==> src/rtl/eth_rx_deframer.sv <==
// eth_rx_deframer
//   RMII receive deframer. Samples Crs_Dv/Rxd every Clk cycle, finds the
//   preamble and SFD, and packs dibits into bytes LSB-first. It emits a byte
//   stream with per-frame start, end and error qualifiers.
//
//   Optional feature macro: ETH_RX_CRC_CHECK_EN
//     When defined, a CRC-32 runs over every emitted byte, including the FCS.
//     A bad residue at end of frame sets Eth_Pkt_Err.
//
//   Ports
//     Clk            in   50 MHz RMII reference clock
//     Rst            in   synchronous, active-high reset
//     Crs_Dv         in   RMII carrier sense / data valid
//     Rxd[1:0]       in   RMII receive dibit
//     Eth_Byte[7:0]  out  assembled byte, qualified by Eth_Byte_Valid
//     Eth_Byte_Valid out  one-cycle pulse per byte
//     Eth_Pkt_Start  out  marks the first byte of a frame
//     Eth_Pkt_End    out  one-cycle pulse when the frame terminates
//     Eth_Pkt_Err    out  qualifies Eth_Pkt_End: frame is bad
//     Eth_Byte_Count out  bytes in current/last frame
//
//   state    | meaning
//   ---------+------------------------------------------------------------
//   IDLE     | waiting for the first preamble dibit (false carrier ignored)
//   PREAMBLE | counting 01 dibits, waiting for the 11 SFD dibit
//   DATA     | assembling bytes until carrier drops or oversize
//   DROP     | discarding the rest of the carrier event
module eth_rx_deframer #(
  parameter int MIN_PREAMBLE_DIBITS = 8,
  parameter int MIN_BYTES           = 64,
  parameter int MAX_BYTES           = 1522
) (
  input  logic        Clk,
  input  logic        Rst,
  input  logic        Crs_Dv,
  input  logic [1:0]  Rxd,
  output logic [7:0]  Eth_Byte,
  output logic        Eth_Byte_Valid,
  output logic        Eth_Pkt_Start,
  output logic        Eth_Pkt_End,
  output logic        Eth_Pkt_Err,
  output logic [15:0] Eth_Byte_Count
);

  localparam logic [4:0]  MIN_PRE = 5'(MIN_PREAMBLE_DIBITS);
  localparam logic [15:0] MIN_LEN = 16'(MIN_BYTES);
  localparam logic [15:0] MAX_LEN = 16'(MAX_BYTES);

  typedef enum logic [1:0] {IDLE, PREAMBLE, DATA, DROP} state_t;

  state_t      state_q, state_d;
  logic [4:0]  pre_cnt_q, pre_cnt_d;
  logic [1:0]  idx_q, idx_d;
  logic [5:0]  shift_q, shift_d;
  // Set at SFD, cleared on the first byte. The count output keeps the last
  // frame's value until the new frame's first byte.
  logic        first_q, first_d;
  logic [7:0]  byte_q, byte_d;
  logic        valid_q, valid_d;
  logic        start_q, start_d;
  logic        end_q, end_d;
  logic        err_q, err_d;
  logic [15:0] cnt_q, cnt_d;
  logic [7:0]  full_byte;
  logic        crc_bad;

`ifdef ETH_RX_CRC_CHECK_EN
  // The register is kept in reflected (LSB-first) form. In that form, the
  // good-frame residue 0xC704DD7B appears bit-reversed as 0xDEBB20E3.
  localparam logic [31:0] CRC_RESIDUE = 32'hDEBB20E3;
  logic [31:0] crc_q, crc_d;

  function automatic logic [31:0] crc_byte(input logic [31:0] c, input logic [7:0] b);
    logic [31:0] r;
    r = c ^ {24'd0, b};
    for (int i = 0; i < 8; i++) begin
      r = r[0] ? ((r >> 1) ^ 32'hEDB88320) : (r >> 1);
    end
    return r;
  endfunction

  assign crc_bad = (crc_q != CRC_RESIDUE);
`else
  assign crc_bad = 1'b0;
`endif

  always_comb begin
    state_d   = state_q;
    pre_cnt_d = pre_cnt_q;
    idx_d     = idx_q;
    shift_d   = shift_q;
    first_d   = first_q;
    byte_d    = byte_q;
    valid_d   = 1'b0;
    start_d   = 1'b0;
    end_d     = 1'b0;
    err_d     = 1'b0;
    cnt_d     = cnt_q;
    full_byte = {Rxd, shift_q};
`ifdef ETH_RX_CRC_CHECK_EN
    crc_d     = crc_q;
`endif
    case (state_q)
      IDLE: begin
        if (Crs_Dv && Rxd == 2'b01) begin
          state_d   = PREAMBLE;
          pre_cnt_d = 5'd1;
        end
      end
      PREAMBLE: begin
        if (!Crs_Dv) begin
          state_d = IDLE;
        end else if (Rxd == 2'b01) begin
          if (pre_cnt_q != 5'd31) pre_cnt_d = pre_cnt_q + 5'd1;
        end else if (Rxd == 2'b11 && pre_cnt_q >= MIN_PRE) begin
          state_d = DATA;
          idx_d   = 2'd0;
          first_d = 1'b1;
        end else begin
          state_d = DROP;
        end
      end
      DATA: begin
        if (!Crs_Dv) begin
          // A frame with no complete byte is a runt regardless of the held count.
          state_d = IDLE;
          end_d   = 1'b1;
          err_d   = (idx_q != 2'd0) || first_q || (cnt_q < MIN_LEN) || crc_bad;
        end else if (idx_q != 2'd3) begin
          case (idx_q)
            2'd0:    shift_d[1:0] = Rxd;
            2'd1:    shift_d[3:2] = Rxd;
            default: shift_d[5:4] = Rxd;
          endcase
          idx_d = idx_q + 2'd1;
        end else begin
          idx_d = 2'd0;
          if (!first_q && cnt_q == MAX_LEN) begin
            state_d = DROP;
            end_d   = 1'b1;
            err_d   = 1'b1;
          end else begin
            valid_d = 1'b1;
            byte_d  = full_byte;
            start_d = first_q;
            first_d = 1'b0;
            if (first_q)              cnt_d = 16'd1;
            else if (cnt_q != 16'hFFFF) cnt_d = cnt_q + 16'd1;
`ifdef ETH_RX_CRC_CHECK_EN
            crc_d = crc_byte(first_q ? 32'hFFFFFFFF : crc_q, full_byte);
`endif
          end
        end
      end
      DROP: begin
        if (!Crs_Dv) state_d = IDLE;
      end
      default: state_d = IDLE;
    endcase
  end

  always_ff @(posedge Clk) begin
    if (Rst) begin
      state_q   <= IDLE;
      pre_cnt_q <= 5'd0;
      idx_q     <= 2'd0;
      shift_q   <= 6'd0;
      first_q   <= 1'b0;
      byte_q    <= 8'd0;
      valid_q   <= 1'b0;
      start_q   <= 1'b0;
      end_q     <= 1'b0;
      err_q     <= 1'b0;
      cnt_q     <= 16'd0;
`ifdef ETH_RX_CRC_CHECK_EN
      crc_q     <= 32'hFFFFFFFF;
`endif
    end else begin
      state_q   <= state_d;
      pre_cnt_q <= pre_cnt_d;
      idx_q     <= idx_d;
      shift_q   <= shift_d;
      first_q   <= first_d;
      byte_q    <= byte_d;
      valid_q   <= valid_d;
      start_q   <= start_d;
      end_q     <= end_d;
      err_q     <= err_d;
      cnt_q     <= cnt_d;
`ifdef ETH_RX_CRC_CHECK_EN
      crc_q     <= crc_d;
`endif
    end
  end

  assign Eth_Byte       = byte_q;
  assign Eth_Byte_Valid = valid_q;
  assign Eth_Pkt_Start  = start_q;
  assign Eth_Pkt_End    = end_q;
  assign Eth_Pkt_Err    = err_q;
  assign Eth_Byte_Count = cnt_q;

endmodule

==> config.mk <==
export PLATFORM = sky130hd
export DESIGN_NAME = eth_rx_deframer
export DESIGN_NICKNAME = d
export VERILOG_FILES = /design/src/rtl/eth_rx_deframer.sv
export SDC_FILE = /design/constraint.sdc
export NUM_CORES = 1
export LEC_CHECK = 0
export ABC_AREA = 0
export BUFFER_PORTS_ARGS = -buffer_cell sky130_fd_sc_hd__buf_2
export CORE_MARGIN = 3
export CORE_UTILIZATION = 50
export CTS_CLUSTER_SIZE = 10
export DETAILED_ROUTE_END_ITERATION = 8
export PLACE_DENSITY_LB_ADDON = 0.3
export SLEW_MARGIN = 20
export SYNTH_ARGS = -nofsm -noshare
export SYNTH_HDL_FRONTEND = slang
export SYNTH_SLANG_ARGS = --single-unit
==> constraint.sdc <==
create_clock -name Clk -period 2.48 [get_ports Clk]
set_clock_uncertainty 0.05 [all_clocks]
set_input_delay 0.496 -clock Clk [delete_from_list [all_inputs] [get_ports Clk]]
set_output_delay 0.496 -clock Clk [all_outputs]
set_load 0.02 [all_outputs]
==> flow_summary_export.csv, run 1 <==
group,metric,value,unit
outcome,status,"complete, no violations",
synth,synthTopCellsByArea,"dfxtp_1, mux2i_1, nor2_1",
layout,final_util,0.599,
critical_path,path_max_fanout,15,
critical_path,worst-endpoint-required,2.64,ns
sta,finalSetupTns,0,ns
hold_path,min_path_type,"flop to flop",
critical_path,timing.critical_path.arrival,2.07,ns
grt,grt_max_degree,23,
sta,rsz0062_at_grt,"no",
sta,fin_crit_sh,0.771,
critical_path,rr_worst_depth,6,
floorplanning,die_area,0.00544,mm^2
grt,grt_pass1_wl,8.82,mm
placed_design,routabilityCongestion,0.826,
cts,tritoncts,"built",
sta,fmax,523,MHz
placed_design,hpwl,3.50,mm
synth,yosysSeqAreaShare,0.384,
synth,avgSynthCellArea,9.04,um^2
sta,final-hold-violation-count,0,
synth,synth_seq_cells,44,
floorplanning,start_util,0.524,
critical_path,critPathCaptureType,"flop",
hold_path,min-delay-start,"idx_q[1]",
detailed_routing,drc,0,
synth,post-synth-top-area-cell,"dfxtp_1",
sta,relSlewSlack,0.668,
grt,overflow,0,
sta,worst_pin_slew,0.497,ns
critical_path,critPathCapture,"Eth_Byte_Count[12]",
synth,async_flop_share,0,
power_and_ir_drop,ir_worst_vdd,0.365,mV
detailed_routing,routed_wl,4.98,mm
power_and_ir_drop,p_leak,1.14,nW
detailed_routing,post_drt_via_cell_ratio,5.86,
synth,yosys.area.top_type_share,0.384,
critical_path,r2r_end,"Eth_Byte_Count[12]",
layout,antennaDiodeCount,0,
detailed_routing,wl_per_cell,14.7,um
critical_path,r2r_setup_slack,0.57,ns
cts,clockBufferDepth,2,
floorplanning,fp-row-count,24,
placed_design,dp_slack,0.569,ns
run,maxCapViolCount,0,
layout,fin_nets,299,
detailed_routing,antenna_left,0,
critical_path,timing.rr.start,"Eth_Byte_Count[9]",
placed_design,port_buffers,32,
critical_path,worstSetupStartpointType,"flop",
grt,antenna_found_initial,0,
synth,syn_inst,254,
sta,layout_setup_ws,0.568,ns
floorplanning,fp.coreArea,0.00438,mm^2
cts,insertion_delay,0.30,ns
cts,numCtsBuffers,5,
synth,ys.flop_type,"dfxtp_1",
critical_path,cp-startpoint,"Eth_Byte_Count[9]",
cts,clock_sinks,44,
synth,syn_nets,267,
cts,postCtsSetupBuffers,0,
critical_path,path_class,"flop to flop",
floorplanning,io_pins,33,
sta,slew_violations,0,
synth,synth_enable_flop_cells,0,
floorplanning,die_x,73.8,um
cts,hold_buffers,0,
cts,post_cts_resized,0,
detailed_routing,first_pass_iters,4,
sta,fin_crit,1.91,ns
grt,track_usage,0.208,
detailed_routing,vias,1986,
layout,syn2layout_area_growth,14.4,%
grt,grt_pass1_vias,1862,
cts,cts_root_buf,"clkbuf_8",
layout,drive_above_1_share,0.230,
synth,yosysUniqueCellTypes,49,
cts,cts.clk_slew.worst_paths,0.09,ns
cts,htree_levels,2,
detailed_routing,drt_iter0_drc,157,
power_and_ir_drop,power.density,503,mW/mm^2
synth,syn_area,0.00230,mm^2
synth,yosysWarnings,0,
floorplanning,fp.dieH,73.8,um
sta,setup_viol,0,
## worst max-delay path, cell delays in order (launching register included)
cell     delay [ns]
dfxtp_1        0.39
nor4_4         0.32
and4_4         0.31
a31oi_4        0.09
buf_4          0.19
and2_4         0.21
a32o_1         0.25
## logic make-up after synthesis
| group | synth area share |
|---|---|
| and+or+nand+nor | 0.266 |
| muxes | 0.0610 |
| AOI/OAI and AO/OA | 0.177 |
| DFF | 0.384 |
| buffers and inverters | 0.0572 |
| adders and majority gates | 0.0436 |
| xor gates and xnor gates | 0.0114 |
## layout make-up
type                    count  area, um^2
fillers                   417        1760
multi-input cells         181        1280
flip-flops and latches     44         881
repair buffers             42         235
clock buffers               5        68.8
well taps                  52        65.1
clock inverters             3        47.5
inverters                  12        45.0
## how the worst min path moves through the flow
stage,slack (ns),cells past startpoint,endpoint
6_report,0.43,2,idx_q[1]
5_1_grt,0.45,2,idx_q[1]
4_1_cts,0.43,2,idx_q[1]
3_5_place_dp,0.42,2,idx_q[1]
3_3_place_gp,0.41,2,idx_q[1]
2_1_floorplan,0.40,2,idx_q[1]
## layer usage
| layer | wire length (um) | global-route usage | up-vias |
|---|---|---|---|
| li1 | - | - | 996 |
| met1 | 2160 | 0.272 | 931 |
| met2 | 2490 | 0.336 | 50 |
| met3 | 243 | 0.0438 | 9 |
| met4 | 76 | 0.0744 | 0 |
| met5 | 0 | 0 | - |
## where the power goes
| part | internal [W] | switching [W] |
|---|---|---|
| logic | 0.0000116 | 0.0000303 |
| registers | 0.000708 | 0.00000431 |
| clock network | 0.000303 | 0.000262 |
## cells in the mapped netlist (3+ instances only)
cell and count:
dfxtp_1 44, nor2_1 27, nand2_1 19, nand3_1 16
mux2i_1 14, inv_1 11, a21oi_1 9, a32o_1 9
nor3_1 9, ha_1 8, clkbuf_1 7, o211ai_1 7
buf_2 6, and3_1 5, nor4_1 5, a311oi_1 4
a31o_2 4, nand4_1 4, a31oi_1 3, nand2b_1 3
nor3b_1 3, o21ai_0 3, xor2_1 3
## sequential cells by signal (all words and copies together), names as in the netlist
| signal | flops |
|---|---|
| first_q | 1 |
| shift_q | 6 |
| Eth_Byte_Count | 16 |
| idx_q | 2 |
| pre_cnt_q | 5 |
| state_q | 2 |
| Eth_Byte_Valid | 1 |
| Eth_Pkt_Start | 1 |
| Eth_Pkt_End | 1 |
| Eth_Pkt_Err | 1 |
| Eth_Byte | 8 |
## through the flow
stage          power, W  hold WS (ns)  instances  cell area [um^2]
2_1_floorplan  0.000756         0.399        254              2300
3_3_place_gp   0.000769         0.412        331              2510
3_5_place_dp   0.000770         0.418        331              2510
4_1_cts         0.00134         0.431        339              2630
5_1_grt         0.00138         0.449        339              2630
6_report        0.00132         0.429        339              2630
## placed cells by master (no fill, tap or decap), drive strengths merged, types with 5 or more instances in the layout
cell    netlist  routed
nor2         27      27
nand3        17      17
nor3          9       9
nor4          6       6
dfxtp        44      44
nand2        19      19
mux2i        14      14
a32o          9       9
nand4         5       5
and3          6       6
and4          5       5
ha            8       8
inv          11      11
o211ai        7       7
clkbuf        7       5
buf          10      42
a21oi         9       9
Power figures use the tool's default switching activity.
==> run 2, diff against run 1 <==
clock period = 1.7 ns   (was 2.48 ns; I/O delays follow)
==> run 2 against run 1 <==
The flow now finishes with violations (negative setup slack); first-iteration DRC count shrank 43%; sequential share of layout area shrank 4.1 points; total power grew 46%; clock power grew 44%; core utilization grew 10 points; critical endpoint is now Eth_Byte_Count[1]; worst hold slack lost 0.088 ns; clock-buffer cell count is the same; combinational power grew 95%.
==> flow_summary_export.csv, run 2 (synthesized netlist as in run 1, its figures left out) <==
group,metric,value,unit
grt,grt_pass1_vias,2012,
power_and_ir_drop,p_total,0.00193,W
power_and_ir_drop,p_leak,1.36,nW
sta,final-hold-violation-count,0,
placed_design,dp.cells,361,
grt,grt_max_degree,31,
outcome,status,"finished with violations",
floorplanning,fp.coreArea,0.00438,mm^2
hold_path,hold_end,"shift_q[5]",
placed_design,placed_area,0.00282,mm^2
critical_path,r2r_setup_slack,-0.06,ns
sta,slew_violations,0,
sta,worst_pin_slew,0.432,ns
floorplanning,io_pins,33,
layout,layout_common_cells,"buf_4, buf_2, dfxtp_1",
critical_path,cpPeakStageDelay,0.35,ns
power_and_ir_drop,power.density,629,mW/mm^2
floorplanning,die_x,73.8,um
grt,grt_pass1_wl,9.05,mm
cts,clockBufferDepth,2,
sta,fmax,569,MHz
layout,multi_input_area,0.00138,mm^2
run,maxCapViolCount,0,
hold_path,min-delay-start,"Rxd[1]",
layout,largest_reg_flops,16,
layout,syn2layout_area_growth,33.8,%
placed_design,routabilityCongestion,0.875,
grt,track_usage,0.212,
sta,fin_crit_sh,1.03,
sta,fin_crit,1.76,ns
critical_path,cp-startpoint,"Eth_Byte_Count[9]",
sta,setup_viol,21,
hold_path,holdPathStages,3,
detailed_routing,first_pass_iters,4,
detailed_routing,routed_wl,5.75,mm
critical_path,slowest_stage,"dfxtp_2",
cts,cts_root_buf,"clkbuf_8",
cts,tritoncts,"built",
layout,design_area,0.00307,mm^2
detailed_routing,wl_per_cell,15.2,um
detailed_routing,post_drt_via_cell_ratio,5.92,
cts,insertion_delay,0.30,ns
layout,n_fill_cell,341,
layout,finalNonFillerCells,379,
sta,layout_setup_ws,-0.0561,ns
critical_path,worst-endpoint-required,1.85,ns
critical_path,critPathCaptureType,"flop",
critical_path,path_class,"flop to flop",
critical_path,timing.rr.start,"Eth_Byte_Count[9]",
power_and_ir_drop,ir_worst_vdd,0.502,mV
detailed_routing,drt_iter0_drc,90,
cts,hold_buffers,0,
cts,clock_sinks,44,
layout,drive_above_1_share,0.413,
sta,relSlewSlack,0.709,
sta,finalSetupTns,-0.398,ns
placed_design,port_buffers,32,
floorplanning,die_area,0.00544,mm^2
detailed_routing,drc,0,
critical_path,path_max_fanout,11,
hold_path,min_path_type,"input pin to flop",
grt,overflow,0,
critical_path,worstSetupStartpointType,"flop",
critical_path,rr_worst_depth,6,
floorplanning,fp.dieH,73.8,um
layout,antennaDiodeCount,0,
grt,antenna_found_initial,0,
cts,numCtsBuffers,5,
critical_path,timing.critical_path.arrival,1.90,ns
layout,regArea,905,um^2
cts,cts.clk_slew.worst_paths,0.09,ns
sta,rsz0062_at_grt,"yes",
floorplanning,fp-row-count,24,
layout,layout_commonest_cell,"buf_4",
outcome,violations,"negative setup slack",
detailed_routing,antenna_left,0,
floorplanning,start_util,0.524,
cts,htree_levels,2,
placed_design,hpwl,3.90,mm
critical_path,crit_chain,"nor4_4, and4_4, a31oi_4, buf_6, and3_4, a31o_2",
critical_path,r2r_end,"Eth_Byte_Count[1]",
detailed_routing,vias,2245,
layout,fin_nets,339,
run 2: cell count changes in the layout (fill, tap and decap cells not counted), sizes merged:
cell / delta
nand3: +1
buf: +39
inv: +2
clkinv: -2
run 2: final cells by class:
class	instances	area share
clock buffer	5	0.0224
timing repair buffer	81	0.183
sequential	44	0.295
multi-input combinational	182	0.450
tap	52	0.0212
inverter	12	0.0147
clock inverter	3	0.0147
run 2: worst max-delay path, delay by kind of cell (launching register included):
family | cells | cell delay (ns)
buf+inv | 1 | 0.17
flops | 1 | 0.35
compound gates | 2 | 0.32
simple gates | 3 | 0.76
run 2: how the worst max path moves through the flow:
stage | to | slack (ns) | depth (start not counted)
floorplan | Eth_Byte_Count[15] | -0.09 | 8
global placement | Eth_Byte_Count[6] | -0.02 | 6
detailed placement | Eth_Byte_Count[6] | -0.05 | 6
CTS | Eth_Byte_Count[1] | -0.02 | 6
global route | Eth_Byte[5] | -0.14 | 7
finish | Eth_Byte_Count[1] | -0.06 | 6
run 2: layer usage:
layer / wire [um] / up-vias / GRT usage
met5: 0 / - / 0
met4: 55 / 0 / 0.0845
met3: 313 / 9 / 0.0479
met2: 2830 / 68 / 0.344
met1: 2560 / 1084 / 0.270
li1: - / 1084 / -
run 2: what timing repair did:
item                                    CTS  global route
gates resized for setup                   6            10
gates cloned                              1             1
endpoints found under the setup margin   16            26
hold endpoints to repair                  0             0
pin swaps                                 6            11
setup buffers                             4             4
run 2: stage by stage:
stage	utilization	hold slack (ns)	setup WS, ns
after global placement	0.644	0.415	-0.0234
after floorplan	-	0.399	-0.0887
final	0.701	0.341	-0.0561
after CTS	0.683	0.332	-0.0160
after detailed placement	0.644	0.428	-0.0464
after global routing	0.701	0.344	-0.138
run 2: where the power goes:
part	total (W)	internal (W)	switching, W
clock network	0.000817	0.000444	0.000373
registers	0.00103	0.00103	0.00000176
logic	0.0000819	0.0000290	0.0000529
total	0.00193	0.00150	0.000428
